**src/rtl/noc_input_buffer_if.sv**
```systemverilog
// Handshake bundle between a NoC link/switch stage and the per-port input buffer.
// The master drives the push/pop side; the slave is the buffer itself.
interface noc_input_buffer_if #(
    parameter int DATA_WIDTH = 34,
    parameter int DEPTH      = 5
);
    logic                         ib_valid_i;
    logic [DATA_WIDTH-1:0]        ib_data_i;
    logic                         ib_pop_i;
    logic                         ib_valid_o;
    logic [DATA_WIDTH-1:0]        ib_data_o;
    logic [$clog2(DEPTH+1)-1:0]   ib_count_o;
    logic                         ib_credit_o;
    logic                         ib_overflow_o;

    modport master (
        output ib_valid_i, ib_data_i, ib_pop_i,
        input  ib_valid_o, ib_data_o, ib_count_o, ib_credit_o, ib_overflow_o
    );

    modport slave (
        input  ib_valid_i, ib_data_i, ib_pop_i,
        output ib_valid_o, ib_data_o, ib_count_o, ib_credit_o, ib_overflow_o
    );
endinterface

```
**src/rtl/noc_input_buffer.sv**
```systemverilog
// Per-port NoC input FIFO with first-word fall-through head and credit-return pulse.
// Define IB_OVERFLOW_CHECK_EN to get a sticky flag on pushes dropped while full.
module noc_input_buffer #(
    parameter int DATA_WIDTH = 34,
    parameter int DEPTH      = 5
) (
    input  logic              clk,
    input  logic              reset,
    noc_input_buffer_if.slave bus
);
    localparam int CW = $clog2(DEPTH + 1);
    localparam int PW = $clog2(DEPTH);
    localparam logic [CW-1:0] FULL_COUNT = CW'(DEPTH);
    localparam logic [PW-1:0] LAST_PTR   = PW'(DEPTH - 1);

    logic [DATA_WIDTH-1:0] mem [DEPTH];
    logic [PW-1:0]         rd_ptr;
    logic [PW-1:0]         wr_ptr;
    logic [CW-1:0]         count;
    logic                  credit;
    logic                  pop_ok;
    logic                  push_ok;

    // A pop frees a slot in the same cycle, so a push at full is still taken.
    assign pop_ok  = bus.ib_pop_i & (count != '0);
    assign push_ok = bus.ib_valid_i & ((count < FULL_COUNT) | pop_ok);

    always_ff @(posedge clk or negedge reset) begin
        if (!reset) begin
            rd_ptr <= '0;
            wr_ptr <= '0;
            count  <= '0;
            credit <= 1'b0;
            for (int i = 0; i < DEPTH; i++) begin
                mem[i] <= '0;
            end
        end else begin
            credit <= pop_ok;
            if (push_ok) begin
                mem[wr_ptr] <= bus.ib_data_i;
                wr_ptr      <= (wr_ptr == LAST_PTR) ? '0 : wr_ptr + PW'(1);
            end
            if (pop_ok) begin
                rd_ptr <= (rd_ptr == LAST_PTR) ? '0 : rd_ptr + PW'(1);
            end
            case ({push_ok, pop_ok})
                2'b10:   count <= count + CW'(1);
                2'b01:   count <= count - CW'(1);
                default: count <= count;
            endcase
        end
    end

    assign bus.ib_valid_o  = (count != '0);
    assign bus.ib_data_o   = mem[rd_ptr];
    assign bus.ib_count_o  = count;
    assign bus.ib_credit_o = credit;

`ifdef IB_OVERFLOW_CHECK_EN
    logic overflow;

    // Sticky until reset so software can spot a sender that ignored credits.
    always_ff @(posedge clk or negedge reset) begin
        if (!reset) begin
            overflow <= 1'b0;
        end else if (bus.ib_valid_i && !push_ok) begin
            overflow <= 1'b1;
        end
    end

    assign bus.ib_overflow_o = overflow;
`else
    assign bus.ib_overflow_o = 1'b0;
`endif

endmodule

```
**src/flat_wrapper.sv**
```systemverilog
// flat-port wrapper written by rule: the top's interface ports become plain ports
module noc_input_buffer_flat 
#(
    parameter int DATA_WIDTH = 34,
    parameter int DEPTH      = 5
)
  (clk, reset, bus_ib_valid_i, bus_ib_data_i, bus_ib_pop_i, bus_ib_valid_o, bus_ib_data_o, bus_ib_count_o, bus_ib_credit_o, bus_ib_overflow_o);
  noc_input_buffer_if #(.DATA_WIDTH(DATA_WIDTH), .DEPTH(DEPTH)) bus_i ();
  input  logic clk;
  input  logic reset;
  input wire logic [$bits(bus_i.ib_valid_i)-1:0] bus_ib_valid_i;
  input wire logic [$bits(bus_i.ib_data_i)-1:0] bus_ib_data_i;
  input wire logic [$bits(bus_i.ib_pop_i)-1:0] bus_ib_pop_i;
  output wire logic [$bits(bus_i.ib_valid_o)-1:0] bus_ib_valid_o;
  output wire logic [$bits(bus_i.ib_data_o)-1:0] bus_ib_data_o;
  output wire logic [$bits(bus_i.ib_count_o)-1:0] bus_ib_count_o;
  output wire logic [$bits(bus_i.ib_credit_o)-1:0] bus_ib_credit_o;
  output wire logic [$bits(bus_i.ib_overflow_o)-1:0] bus_ib_overflow_o;
  assign bus_i.ib_valid_i = bus_ib_valid_i;
  assign bus_i.ib_data_i = bus_ib_data_i;
  assign bus_i.ib_pop_i = bus_ib_pop_i;
  assign bus_ib_valid_o = bus_i.ib_valid_o;
  assign bus_ib_data_o = bus_i.ib_data_o;
  assign bus_ib_count_o = bus_i.ib_count_o;
  assign bus_ib_credit_o = bus_i.ib_credit_o;
  assign bus_ib_overflow_o = bus_i.ib_overflow_o;
  noc_input_buffer #(.DATA_WIDTH(DATA_WIDTH), .DEPTH(DEPTH)) u_core (.clk(clk), .reset(reset), .bus(bus_i));
endmodule
```
**config.mk**
```make
export PLATFORM = sky130hd
export DESIGN_NAME = noc_input_buffer_flat
export DESIGN_NICKNAME = d
export VERILOG_FILES = /design/src/rtl/noc_input_buffer_if.sv /design/src/rtl/noc_input_buffer.sv /design/src/flat_wrapper.sv
export SDC_FILE = /design/constraint.sdc
export NUM_CORES = 1
export LEC_CHECK = 0
export BUFFER_PORTS_ARGS = -buffer_cell sky130_fd_sc_hd__buf_2
export CAP_MARGIN = 20
export CORE_ASPECT_RATIO = 1.75
export CORE_MARGIN = 1
export CORE_UTILIZATION = 35
export CTS_CLUSTER_DIAMETER = 30
export DETAILED_ROUTE_END_ITERATION = 6
export PLACE_DENSITY_LB_ADDON = 0.1
export SETUP_SLACK_MARGIN = 0.05
export SLEW_MARGIN = 40
export SYNTH_ARGS = -nofsm -noshare
export SYNTH_HDL_FRONTEND = slang
export SYNTH_SLANG_ARGS = --single-unit
```
**constraint.sdc**
```tcl
create_clock -name clk -period 3.72 [get_ports clk]
set_input_delay 0.186 -clock clk [delete_from_list [all_inputs] [get_ports clk]]
set_output_delay 0.186 -clock clk [all_outputs]
set_load 0.005 [all_outputs]
```
==> results of run 1 <==
-- cells by family after synthesis --
logic type | share of synthesized area [%]
and+or+nand+nor | 2.694
xor gates and xnor gates | 0.3109
muxes | 32.90
DFF | 53.29
AOI/OAI and AO/OA | 5.950
adders and majority gates | 0.9769
buffers and inverters | 3.834
other | 0.04436
-- layout make-up --
type / instances / area share, %
well taps: 304 / 3.921
inverters: 8 / 0.3095
multi-input cells: 351 / 37.68
repair buffers: 92 / 5.907
clock inverters: 9 / 0.7996
clock buffers: 23 / 4.926
flip-flops and latches: 180 / 46.45
-- per-stage QoR --
| stage | hold slack, ps | instance area, sq um | cells | setup slack, ps |
|---|---|---|---|---|
| floorplan | -109.6 | 8453 | 576 | 1646 |
| global placement | 286.3 | 9102 | 932 | 1301 |
| detailed placement | 304.8 | 9123 | 933 | 1273 |
| CTS | 14.61 | 9688 | 966 | 882.1 |
| global route | 26.70 | 9702 | 967 | 947.0 |
| finish | 29.19 | 9702 | 967 | 1071 |
-- repair_timing --
action / CTS / global route
hold buffers: 1 / 0
endpoints found under the hold margin: 80 / 0
buffers inserted: 0 / 0
-- path summary, 6_finish.rpt --
| check | slack, ps | to | depth (start not counted) |
|---|---|---|---|
| setup / recovery | 1070 | bus_ib_data_o[32] | 4 |
| hold / removal | 30 | u_core.mem[7] | 2 |
| setup reg to reg | 1260 | u_core.bus.ib_count_o[2] | 8 |
| hold reg to reg | 500 | u_core.mem[7] | 1 |
| max in group asynchronous | 2410 | u_core.mem[117] | 3 |
| min in group asynchronous | 340 | u_core.mem[41] | 2 |
-- flip-flops by register name (all words and copies together) (netlist names) --
| signal | count |
|---|---|
| u_core.bus.ib_count_o | 3 |
| u_core.bus.ib_credit_o | 1 |
| u_core.mem | 170 |
| u_core.rd_ptr | 3 |
| u_core.wr_ptr | 3 |
-- Yosys cell counts, drive strengths merged --
cell	instances	area share [%]
xnor2	1	0.10
o221ai	1	0.10
nand3	1	0.059
ha	5	0.74
conb	1	0.044
o31ai	1	0.089
clkbuf	11	0.49
mux2	205	29
a21o	1	0.089
nor3	1	0.059
buf	26	3.0
nand3b	1	0.089
o21ai	7	0.41
and2b	1	0.12
nand2b	3	0.22
fa	1	0.24
o211ai	1	0.15
a22oi	1	0.089
nor3b	1	0.15
a221o	32	3.8
dfrtp	180	53
a21oi	1	0.059
xor2	2	0.21
inv	8	0.36
or3	1	0.089
mux2i	36	4.3
nor2	37	1.7
o2111a	1	0.13
o2bb2ai	1	0.10
nand2	4	0.18
o2111ai	3	0.93
-- metal layers --
metal / GRT usage [%] / vias up
li1: - / 2247
met1: 19.96 / 2614
met2: 29.08 / 73
met3: 3.489 / 19
met4: 5.517 / 0
met5: 0 / -
-- where the power goes --
group | total [mW] | leakage, nW | switching [mW] | internal (mW)
clock network | 1.72 | 0.281 | 0.747 | 0.971
logic | 3.88 | 1.91 | 1.67 | 2.21
registers | 3.57 | 2.16 | 0.619 | 2.95
total | 9.17 | 4.35 | 3.04 | 6.13
==> run metrics, run 1 <==
Peak VDD IR=416.9 uV; FF+latch count, synth=180; later-pin clock latency in the skew report=440 ps; Die Width=119.5 um; Cells after Synth=576; TNS Setup=0 ps; met2 WL post-DR=10,270 um; syn nets=620; PD cells=945.1 nW/um^2; Fillers=2,263; Max Slew Vio Count=0; Resized Gates After CTS=0; most common cell after layout, fill and taps aside=dfrtp_1; Synth warnings=0; cells along the critical path=buf_4 -> mux2_2 -> a221o_1 -> buf_2; max_cap viols=0; Final Hold Fails=0; critical path capture point type=output pin; Final GP Congestion=0.7015; Worst-path clk slew=60 ps; I/O pin cnt=78; met3 wire length=552 um; critical path buffer and inverter count=2; end-of-flow core utilization=41.25%; final wirelength=19,320 um; LEAKAGE=4.350 nW; Starting Density=35.94%; vias in the first global route=5,476; placed wire-length estimate=12,280 um; Area growth, synth to finish=14.77%; CTS tree=yes; post-layout power=9.169 mW; Critical Path AT=2460 ps; via count=4,953; Worst path slowest cell=dfrtp_2; initial DRC count=198; core footprint=23,520 sq um; Final Net Count=694; total gr overflow=0; Worst Setup SP=u_core.rd_ptr[2]; die footprint=24,800 sq um; via/cell ratio=5.122; die span in y=207.6 um; CTS root buf=clkbuf_16; first-pass GRT wire length=31,230 um; Reg2Reg Launch Point=u_core.bus.ib_count_o[2]; DRT Pass-1 Iters=5; critical path class=reg -> out; most frequent cells in the layout=dfrtp_1, mux2_2, buf_2; Final Skew=8.605 ps; max incr delay on CP=650 ps; relative slew slack=44.39%; status=finished, final reports clean; fraction of layout cells with a size suffix above 1=50.38%; DRT antenna net count=0; setup repair after global routing missed its margin=false; post-route DRC violation count=0; gr usage total=16.59%; cts bufs inserted=17; clock buffer depth=2; CP required=3530 ps; CTS sink cnt=180; top sig layer=met4; H-Tree Level Count=4; IO buf count=76; sequential cell area fraction in the yosys report=53.29%; period utilisation layout=71.20%; HP Start=bus_ib_data_i[7]; wire length per cell=19.98 um; Hold Crit Class=in -> reg; fmax=377.5 MHz; crit start category=flop; initial antenna violation count=0; critical path's top delay family=flip-flops; synthesized area=8453 sq um; CP Max Fanout=25; synth unique cells=38; Sequential Area=4507 sq um; worst slew pin tran=833.9 ps; antenna cells=0; pin count of the biggest net entering global routing=83; row count=74; final setup vio count=0; met1 WL=8188 um; fin crit period=2649 ps; multi-input combinational cell area=3656 sq um; synthesized area per cell=14.68 sq um
No activity file was read; power rests on OpenSTA's default activity.
==> inputs of run 2 (changes only) <==
Clock period 3.72 ns to 2.45 ns, I/O delays scaled along.
==> run metrics, run 2 (same netlist as run 1, synthesis figures left out) <==
CP Max Fanout=26; antenna cells=0; Starting Density=35.94%; wire length per cell=19.94 um; fin crit period=2229 ps; CTS sink cnt=180; Final GP Congestion=0.7159; critical path class=reg -> out; post-layout power=14.36 mW; LEAKAGE=4.573 nW; CTS tree=yes; Final Net Count=740; placed wire-length estimate=13,000 um; Peak VDD IR=594.0 uV; vias in the first global route=5,843; Final Hold Fails=0; initial DRC count=193; status=finished, final reports clean; final wirelength=20,200 um; total gr overflow=0; Sw Pwr=4.723 mW; clock buffer depth=2; via/cell ratio=5.094; switching portion of total power=32.89%; Max Slew Vio Count=0; dpl cells=946; crit start category=flop; placed standard-cell area=9245 sq um; row count=74; multi-input combinational cell area=3656 sq um; gr usage total=17.37%; worst slew pin tran=692.1 ps; final setup vio count=0; DRT Pass-1 Iters=4; Fillers=2,185; setup repair after global routing missed its margin=false; total internal power=9.638 mW; die span in y=207.6 um; Die Width=119.5 um; critical path capture point type=output pin; sequential share of power=37.3%; Critical Path AT=2110 ps; post-route DRC violation count=0; most frequent cells in the layout=dfrtp_1, mux2_2, buf_2; Sequential Area=4507 sq um; Worst-path clk slew=60 ps; Hold Crit Class=in -> reg; Final Skew=9.487 ps; PD cells=1406 nW/um^2; core footprint=23,520 sq um; later-pin clock latency in the skew report=440 ps; Final Non-Filler Cells=1,013; CP required=2330 ps; die footprint=24,800 sq um; post-layout instance area=10,210 sq um; initial antenna violation count=0; Area growth, synth to finish=20.80%; cts bufs inserted=17; Most flops, register=u_core.mem; Largest register FFs=170; DRT antenna net count=0; via count=5,160; combinational share of power=42.8%; fraction of layout cells with a size suffix above 1=48.94%; CTS root buf=clkbuf_16; IO buf count=76; fmax=448.6 MHz; H-Tree Level Count=4; Post-CTS Setup Bufs=0; max_cap viols=0; I/O pin cnt=78; clock share of power=19.8%; pin count of the biggest net entering global routing=68; most common cell after layout, fill and taps aside=dfrtp_1; period utilisation layout=90.99%; relative slew slack=53.86%; TNS Setup=0 ps; first-pass GRT wire length=32,450 um
[run 2: cell count changes in the layout (fill, tap and decap cells not counted), moves of 3 or more]
cell | previous run | this run
buf_4 | 9 | 20
buf_12 | 4 | 7
dlygate4sd3_1 | 1 | 35
clkinv_2 | 6 | 2
[run 2: cell type report]
class / instances / area share (%)
sequential: 180 / 44.14
multi-input combinational: 351 / 35.80
timing repair buffer: 138 / 10.06
clock buffer: 21 / 4.509
tap: 304 / 3.725
clock inverter: 11 / 1.470
inverter: 8 / 0.2941
[run 2: final timing paths]
kind / start / end / slack, ps / cells past startpoint
worst max-delay path: u_core.rd_ptr[2] / bus_ib_data_o[17] / 220 / 4
worst min register to register: u_core.mem[7] / u_core.mem[7] / 490 / 1
worst max register to register: u_core.bus.ib_count_o[0] / u_core.bus.ib_count_o[2] / 320 / 8
max in group asynchronous: reset / u_core.mem[92] / 1390 / 3
worst min-delay path: bus_ib_valid_i / u_core.wr_ptr[2] / 70 / 3
min in group asynchronous: reset / u_core.mem[146] / 260 / 2
[run 2: power by group through the flow]
stage,clock [mW],combinational [mW],sequential [mW]
6_report,2.85,6.15,5.36
2_1_floorplan,0,4.42,5.08
4_1_cts,2.93,6.30,5.35
5_1_grt,3.04,6.70,5.55
3_5_place_dp,0,6.22,5.40
3_3_place_gp,0,6.10,5.29
[run 2: per-layer routing]
layer  vias up  track usage (%)  part of all wire [%]
li1       2351                -                     -
met1      2691            19.84                    41
met2        88            31.63                    54
met3        30            3.077                   2.6
met4         0            6.681                   2.1
met5         -                0                     0
[run 2: what timing repair did]
action                                 CTS  global route
endpoints found under the hold margin  221             0
hold buffers                            35             0
setup endpoints to repair                0             1
resized for setup                        0             1
[run 2: worst max-delay path, stage by stage (launching register included)]
cell and delay, ps:
dfrtp_2 360, buf_4 410, mux2_2 390, a221o_1 360, buf_2 150
[run 2: per-stage QoR]
step,hold WS (ps),worst slack (ps),util (%)
3_3_place_gp,174.4,494.4,39.31
2_1_floorplan,-173.1,376.4,-
5_1_grt,68.38,126.2,43.42
3_5_place_dp,182.2,324.7,39.31
4_1_cts,55.92,118.0,43.40
6_report,71.86,220.7,43.42
==> inputs of run 3 (changes only) <==
Settings changed: CTS_CLUSTER_DIAMETER 30 to 150, GPL_TIMING_DRIVEN set to 0.
==> run metrics, run 3 (same netlist as run 1, synthesis figures left out) <==
status=finished, final reports clean; DRT antenna net count=0; wire length per cell=19.58 um; LEAKAGE=4.625 nW; core footprint=23,520 sq um; pin count of the biggest net entering global routing=76; cts bufs inserted=17; fin crit period=2292 ps; I/O pin cnt=78; crit start category=flop; clock buffer depth=2; Final Skew=5.170 ps; CP Max Fanout=10; clock share of power=18.8%; placed wire-length estimate=13,530 um; combinational share of power=44.0%; initial DRC count=245; Final GP Congestion=0.7378; later-pin clock latency in the skew report=430 ps; Area growth, synth to finish=21.33%; H-Tree Level Count=4; Worst-path clk slew=60 ps; DRT Pass-1 Iters=4; final wirelength=20,050 um; vias in the first global route=5,817; CTS tree=yes; Final Net Count=753; Reg2Reg Setup Slack=290 ps; Critical Path AT=2170 ps; total internal power=9.588 mW; fraction of layout cells with a size suffix above 1=48.75%; Final Hold Fails=0; post-route DRC violation count=0; Largest register FFs=170; Sw Pwr=4.645 mW; total gr overflow=0; max_cap viols=0; most frequent cells in the layout=dfrtp_1, mux2_2, buf_2; critical path class=reg -> out; final setup vio count=0; die span in y=207.6 um; most common cell after layout, fill and taps aside=dfrtp_1; relative slew slack=61.10%; first-pass GRT wire length=32,550 um; row count=74; Peak VDD IR=573.7 uV; TNS Setup=0 ps; dpl ws=84.61 ps; Setup WS post-layout=158.2 ps; Starting Density=35.94%; via/cell ratio=5.027; PD cells=1388 nW/um^2; CTS root buf=clkbuf_16; sequential share of power=37.2%; fmax=436.3 MHz; IO buf count=76; worst slew pin tran=581.9 ps; Max Slew Vio Count=0; critical path capture point type=output pin; via count=5,148; die footprint=24,800 sq um; gr usage total=17.38%; initial antenna violation count=0; setup repair after global routing missed its margin=false; period utilisation layout=93.54%; CP required=2330 ps; Most flops, register=u_core.mem; antenna cells=0; Die Width=119.5 um; switching portion of total power=32.63%; CTS sink cnt=180; Hold Crit Class=in -> reg
[run 3: cell types whose count changed in the layout (fill, tap and decap cells not counted), moves of 3 or more]
cell	previous run	this run
buf_12	7	3
buf_4	20	11
buf_6	1	11
clkbuf_1	2	5
clkbuf_2	0	5
clkbuf_4	0	6
clkinv_4	3	0
[run 3: path summary, 6_finish.rpt]
| kind | start | endpoint | depth (start not counted) |
|---|---|---|---|
| worst max-delay path | u_core.rd_ptr[2] | bus_ib_data_o[33] | 6 |
| worst min-delay path | bus_ib_valid_i | u_core.wr_ptr[2] | 3 |
| worst max register to register | u_core.bus.ib_count_o[2] | u_core.bus.ib_count_o[2] | 9 |
| worst min register to register | u_core.mem[6] | u_core.mem[6] | 1 |
| max in group asynchronous | reset | u_core.mem[161] | 4 |
| min in group asynchronous | reset | u_core.mem[143] | 2 |
[run 3: final cells by class]
type / instances / area [sq um]
tap: 304 / 380.4
buffer: 36 / 331.6
timing repair buffer: 115 / 810.8
clock inverter: 5 / 75.07
clock buffer: 25 / 485.5
sequential: 180 / 4504
fill: 2215 / 13260
inverter: 8 / 30.03
multi-input combinational: 351 / 3638
[run 3: through the flow]
stage          instance area [sq um]  hold slack (ps)  power, mW  util (%)  cells
4_1_cts                        10250            17.85      14.46     43.58   1024
5_1_grt                        10260            25.81      15.22     43.61   1024
3_3_place_gp                    9214            395.4      11.28     39.18    956
2_1_floorplan                   8453           -173.1      9.497         -    576
3_5_place_dp                    9279            32.32      11.55     39.46    958
6_report                       10260            42.99      14.23     43.61   1024
[run 3: power groups by stage]
stage	sequential (mW)	clock, mW	combinational [mW]
2_1_floorplan	5.08	0	4.42
3_3_place_gp	5.22	0	6.06
3_5_place_dp	5.34	0	6.21
4_1_cts	5.30	2.77	6.40
5_1_grt	5.51	2.88	6.83
6_report	5.29	2.67	6.26
[run 3: what timing repair did]
item                       4_1_cts  5_1_grt
hold endpoints to repair       275        0
setup endpoints to repair       30       13
pin swaps                        1        0
resized for setup               23        3
cloned                           0        0
hold buffers                    35        0
setup buffers                    2        0
[run 3: layer usage]
layer	track usage (%)	vias to the layer above	wire length (um)
met5	0	-	0
met4	5.302	0	289
met3	4.203	16	689
met2	31.59	89	10970
met1	19.74	2688	8100
li1	-	2355	-
[run 3: critical path, cell delays in order (launching register included)]
cell and delay, ps:
dfrtp_1 460, buf_4 280, nor3b_4 70, buf_4 160, clkbuf_4 210, a221o_1 410, buf_2 140
